[src/rtl/fill_pkg.sv]
// -----------------------------------------------------------------------------
// fill_pkg
// Shared types and constants for the operand-buffer fill writer and its
// 16 x 8 register file. Depth and width are fixed by the 4-bit-address /
// 8-bit-data read interface of the reduce-sum datapath.
// -----------------------------------------------------------------------------
package fill_pkg;

  localparam int unsigned FILL_DEPTH = 16;
  localparam int unsigned FILL_AW    = 4;
  localparam int unsigned FILL_DW    = 8;
  localparam int unsigned FILL_SUM_W = 12;

  typedef enum logic [1:0] {
    IDLE = 2'd0,
    FILL = 2'd1,
    DONE = 2'd2
  } fill_state_t;

endpackage

[src/rtl/fill_writer_regfile16x8.sv]
// -----------------------------------------------------------------------------
// regfile16x8
// 16-entry x 8-bit register file: one synchronous write port, one
// combinational read port, asynchronous active-low clear of all entries.
// A read of the entry being written returns the old value until the edge.
//
// Ports:
//   clock    in   write clock (rising edge)
//   reset_n  in   async active-low clear, all entries -> 8'h00
//   we       in   write enable
//   waddr    in   write address
//   wdata    in   write data
//   raddr    in   read address
//   rdata    out  mem[raddr], combinational
// -----------------------------------------------------------------------------
module regfile16x8
  import fill_pkg::*;
(
  input  logic               clock,
  input  logic               reset_n,
  input  logic               we,
  input  logic [FILL_AW-1:0] waddr,
  input  logic [FILL_DW-1:0] wdata,
  input  logic [FILL_AW-1:0] raddr,
  output logic [FILL_DW-1:0] rdata
);

  logic [FILL_DW-1:0] mem_q [FILL_DEPTH];

  always_ff @(posedge clock or negedge reset_n) begin
    if (!reset_n) begin
      for (int unsigned i = 0; i < FILL_DEPTH; i++) begin
        mem_q[i] <= '0;
      end
    end else if (we) begin
      mem_q[waddr] <= wdata;
    end
  end

  assign rdata = mem_q[raddr];

endmodule

[src/rtl/fill_writer.sv]
// -----------------------------------------------------------------------------
// fill_writer
// Loads a 16 x 8 operand buffer one byte at a time over a valid/ready
// handshake and serves it on a combinational read port. A start pulse in
// IDLE opens a fill; after the 16th accepted byte 'done' pulses for one
// cycle (used as the summing stage's enable).
//
// Optional feature: define FILL_CHECKSUM_EN to add a 12-bit running sum of
// accepted bytes on the 'checksum' port.
//
// Ports:
//   clock     in   single clock, rising edge
//   reset_n   in   async active-low reset
//   start     in   begin a fill (sampled in IDLE only)
//   abort     in   cancel a fill (sampled in FILL only, beats an accept)
//   in_valid  in   in_data holds a byte
//   in_data   in   byte to store
//   in_ready  out  byte accepted this cycle if in_valid (FILL state only)
//   busy      out  fill in progress (FILL or DONE)
//   done      out  one-cycle pulse after the 16th accept
//   wr_addr   out  address of the next byte to be written
//   count     out  bytes accepted in the current fill, 0..16
//   rd_addr   in   read address
//   rd_data   out  buffer contents at rd_addr, combinational
//   checksum  out  sum of accepted bytes (FILL_CHECKSUM_EN only)
// -----------------------------------------------------------------------------
module fill_writer
  import fill_pkg::*;
(
  input  logic                  clock,
  input  logic                  reset_n,
  input  logic                  start,
  input  logic                  abort,
  input  logic                  in_valid,
  input  logic [FILL_DW-1:0]    in_data,
  output logic                  in_ready,
  output logic                  busy,
  output logic                  done,
  output logic [FILL_AW-1:0]    wr_addr,
  output logic [FILL_AW:0]      count,
  input  logic [FILL_AW-1:0]    rd_addr,
  output logic [FILL_DW-1:0]    rd_data
`ifdef FILL_CHECKSUM_EN
  ,
  output logic [FILL_SUM_W-1:0] checksum
`endif
);

  fill_state_t          state_q, state_d;
  logic [FILL_AW-1:0]   wr_addr_q, wr_addr_d;
  logic [FILL_AW:0]     count_q, count_d;
  logic                 we;

`ifdef FILL_CHECKSUM_EN
  logic [FILL_SUM_W-1:0] checksum_q, checksum_d;
`endif

  // Registers
  always_ff @(posedge clock or negedge reset_n) begin
    if (!reset_n) begin
      state_q   <= IDLE;
      wr_addr_q <= '0;
      count_q   <= '0;
`ifdef FILL_CHECKSUM_EN
      checksum_q <= '0;
`endif
    end else begin
      state_q   <= state_d;
      wr_addr_q <= wr_addr_d;
      count_q   <= count_d;
`ifdef FILL_CHECKSUM_EN
      checksum_q <= checksum_d;
`endif
    end
  end

  // Next state, counters and write strobe
  always_comb begin
    state_d   = state_q;
    wr_addr_d = wr_addr_q;
    count_d   = count_q;
    we        = 1'b0;
`ifdef FILL_CHECKSUM_EN
    checksum_d = checksum_q;
`endif

    unique case (state_q)
      IDLE: begin
        if (start) begin
          state_d   = FILL;
          wr_addr_d = '0;
          count_d   = '0;
`ifdef FILL_CHECKSUM_EN
          checksum_d = '0;
`endif
        end
      end

      FILL: begin
        // Abort wins over an accept in the same cycle: no write, counts hold.
        if (abort) begin
          state_d = IDLE;
        end else if (in_valid) begin
          we        = 1'b1;
          wr_addr_d = wr_addr_q + 1'b1;   // wraps 15 -> 0 on the last byte
          count_d   = count_q + 1'b1;
`ifdef FILL_CHECKSUM_EN
          checksum_d = checksum_q + {{(FILL_SUM_W-FILL_DW){1'b0}}, in_data};
`endif
          if (wr_addr_q == FILL_AW'(FILL_DEPTH - 1)) begin
            state_d = DONE;
          end
        end
      end

      DONE: begin
        state_d = IDLE;
      end

      default: begin
        state_d = IDLE;
      end
    endcase
  end

  // Handshake/status outputs are decoded from state only.
  assign in_ready = (state_q == FILL);
  assign busy     = (state_q == FILL) || (state_q == DONE);
  assign done     = (state_q == DONE);
  assign wr_addr  = wr_addr_q;
  assign count    = count_q;

`ifdef FILL_CHECKSUM_EN
  assign checksum = checksum_q;
`endif

  regfile16x8 u_regfile (
    .clock   (clock),
    .reset_n (reset_n),
    .we      (we),
    .waddr   (wr_addr_q),
    .wdata   (in_data),
    .raddr   (rd_addr),
    .rdata   (rd_data)
  );

endmodule

[config.mk]
export PLATFORM = sky130hd
export DESIGN_NAME = fill_writer
export DESIGN_NICKNAME = d
export VERILOG_FILES = /design/src/rtl/fill_pkg.sv /design/src/rtl/fill_writer_regfile16x8.sv /design/src/rtl/fill_writer.sv
export SDC_FILE = /design/constraint.sdc
export NUM_CORES = 1
export LEC_CHECK = 0
export CAP_MARGIN = 20
export CORE_MARGIN = 2
export CORE_UTILIZATION = 50
export CTS_CLUSTER_SIZE = 20
export DETAILED_ROUTE_END_ITERATION = 16
export GPL_TIMING_DRIVEN = 0
export PLACE_DENSITY = 0.69
export SYNTH_ARGS = -nofsm -noshare
export SYNTH_HDL_FRONTEND = slang
export SYNTH_SLANG_ARGS = --single-unit
[constraint.sdc]
create_clock -name clock -period 3.4 [get_ports clock]
set_input_delay 1.02 -clock clock [delete_from_list [all_inputs] [get_ports clock]]
set_output_delay 1.02 -clock clock [all_outputs]
set_load 0.02 [all_outputs]
==> results by group <==
Status
  • Status: finished, final reports clean

Routing
  • Avg WL per Cell: 21.3 um
  • DR iter-0 viols: 206
  • Antenna Nets Post-Route: 0
  • Vias/cell: 5.74
  • Vias: 3,969
  • Total Routed Length: 14,800 um
  • # DRC: 0
  • DRT Pass-1 Iters: 4

Pwr
  • Combinational power share: 22.9%
  • Pint: 3.69 mW
  • Seq pwr share: 41.6%
  • Pwr/cell area: 630 nW/um2
  • Lkg Pwr: 3.79 nW
  • Clock network fraction of total power: 35.6%
  • Switching Power: 1.37 mW
  • VDD IR max: 421 uV
  • Total power: 5.06 mW
  • Switching Share: 27.1%

Clock network
  • Clock sink total: 139
  • Hold buffers post-CTS: 0
  • CTS tree: done
  • Root Buffer: clkbuf_16
  • Clk pin slew, worst setup/hold paths: 0.05 ns
  • Num CTS Buffers: 17
  • Clock latency on the worst-skew pair: 0.42 ns
  • H-tree depth: 4
  • CTS Buffer Depth: 2

Floorplanning
  • I/O pin count: 37
  • Die H: 119 um
  • Initial core utilization: 50.7%
  • Die W: 119 um
  • Core Region: 13,100 um2
  • Row count: 42
  • Total Die Area: 14,200 um2

Place
  • Gpl congestion: 0.811
  • DPL Wire Length: 9930 um
  • Pre-CTS setup slack: -1.28 ns
  • Port Buffers: 35

Logic synthesis
  • YS warnings: 0
  • Mapped Area: 6640 um2
  • Sequential element share of the synthesized area: 52.4%
  • Yosys top cell area share: 52.4%
  • Synthesis-stage register bit count: 139
  • Dominant cells by area after synthesis: dfrtp_1 (52%), mux2_2 (19%), mux4_2 (11%)
  • Post-Syn Nets: 471
  • Synth cell types: 38
  • Avg Cell Area, Syn: 14.9 um2
  • Yosys top cell by area: dfrtp_1
  • Cells after Synth: 445

Setup path
  • Crit path max fanout: 7
  • Kind of critical path: primary input to output port
  • Start point of the critical path: rd_addr[0]
  • Worst setup EP type: output port
  • CP arrival: 2.31 ns
  • Worst setup SP type: primary input
  • Required time worst endpoint: 2.38 ns
  • RR Startpoint: state_q[1]$_DFFE_PN0P_

Finish
  • Antenna cell count: 0
  • Nets: 530
  • Layout cells sized above 1: 48.4%
  • Layout area overhead: 20.9%
  • Most frequent cells in the layout: dfrtp_1 (139), mux2_2 (114), mux4_2 (32), clkdlybuf4s50_1 (23), clkbuf_16 (20)
  • Commonest non-fill, non-tap cell in the layout: dfrtp_1
  • Post-layout util: 61.4%

Job
  • Max_cap viols: 0

STA
  • Hold_ws: 0.496 ns
  • Unrepaired setup endpoints after global routing: false
  • Worst-margin pin slew: 0.882 ns
  • Max frequency: 301 MHz
  • Final Skew: 0.00580 ns
  • Slew Viols, Final: 0
  • Post-route minimum period: 3.33 ns
  • Fin crit share: 97.8%
  • Final setup vio count: 0
  • Slew HR: 40.9%
  • Hold Violations, Final: 0
  • Worst setup margin: 0.0735 ns

Global routing
  • First-pass GRT wire length: 24,600 um
  • Total global-route track usage: 23.0%
  • Largest net degree at the start of global routing: 103
  • Gr ovfl total: 0
  • Antenna violations before repair: 0
  • Vias in the first global route: 4,451

Min path
  • Worst Hold Class: primary input to async pin
## what timing repair did
action	in CTS	in global routing
cloned	1	1
endpoints found under the setup margin	8	5
pin swaps	4	2
gates resized for setup	79	7
setup buffers	3	1
## stage by stage
stage	instance area (um2)	std cells	setup TNS, ns
5_1_grt	8030	692	0
2_1_floorplan	6640	445	0
3_3_place_gp	7210	656	-571.72
6_report	8030	692	0
4_1_cts	7980	690	-0.0410
3_5_place_dp	7240	657	-9.80
## registers in the layout, summed over array words and instances (netlist names)
signal	cells
count	5
wr_addr	4
state_q	2
u_regfile.mem_q	128
## final cells by class
| class | instances | area (um2) |
|---|---|---|
| Buffer | 25 | 248 |
| Clock buffer | 23 | 478 |
| Clock inverter | 8 | 92.6 |
| Fill cell | 1015 | 5060 |
| Inverter | 6 | 22.5 |
| Multi-Input combinational cell | 274 | 3070 |
| Sequential cell | 139 | 3480 |
| Tap cell | 176 | 220 |
| Timing Repair Buffer | 41 | 422 |
## path summary, 6_finish.rpt
path | end | slack [ns] | cells past startpoint
worst max-delay path | rd_data[7] | 0.07 | 7
worst min-delay path | u_regfile.mem_q[114]$_DFFE_PN0P_ | 0.50 | 1
worst max register to register | u_regfile.mem_q[90]$_DFFE_PN0P_ | 1.02 | 7
worst min register to register | u_regfile.mem_q[32]$_DFFE_PN0P_ | 0.50 | 1
max in group asynchronous | u_regfile.mem_q[38]$_DFFE_PN0P_ | 2.10 | 2
min in group clock | u_regfile.mem_q[32]$_DFFE_PN0P_ | 0.50 | 1
## layer usage
metal	track usage, %	share of wire, %	up-vias
met4	9.23	2.3	0
li1	-	-	1755
met2	38.0	50	82
met3	4.55	3.4	24
met1	30.0	44	2108
met5	0	0	-
## critical path: stages
cell     delay (ns)
buf_12         0.13
buf_12         0.14
buf_4          0.11
mux4_2         0.47
a22oi_1        0.16
nand2_1        0.10
buf_2          0.17
## kinds of logic after synthesis
| kind of cell | synth area share (%) |
|---|---|
| mux | 34.1 |
| simple gates | 5.94 |
| buf+inv | 2.32 |
| flops | 52.4 |
| xor+xnor | 0.528 |
| compound gates | 3.02 |
| fa+ha+maj | 1.70 |
## cell usage after synthesis, drive strengths merged
master / n
and3b: 1
mux4: 32
buf: 12
mux2i: 2
ha: 9
nor2b: 5
nor2: 17
inv: 6
or3: 5
mux2: 130
nand2: 21
nor4: 2
xnor2: 2
a21o: 1
dfrtp: 139
o21ai: 2
a22oi: 16
nand4: 3
o22ai: 1
nor3: 2
a21oi: 6
nand2b: 4
and2b: 1
xor2: 2
a2bb2oi: 1
and2: 2
clkbuf: 14
or2b: 1
nand3: 4
a22o: 2
## power groups by stage
stage	clock network [mW]	logic [mW]	registers (mW)
after floorplan	0	0.781	2.09
after global placement	0	1.09	2.10
after detailed placement	0	1.13	2.12
after CTS	1.83	1.16	2.10
after global routing	1.90	1.25	2.14
final	1.80	1.16	2.10
Power figures use the tool's default switching activity.
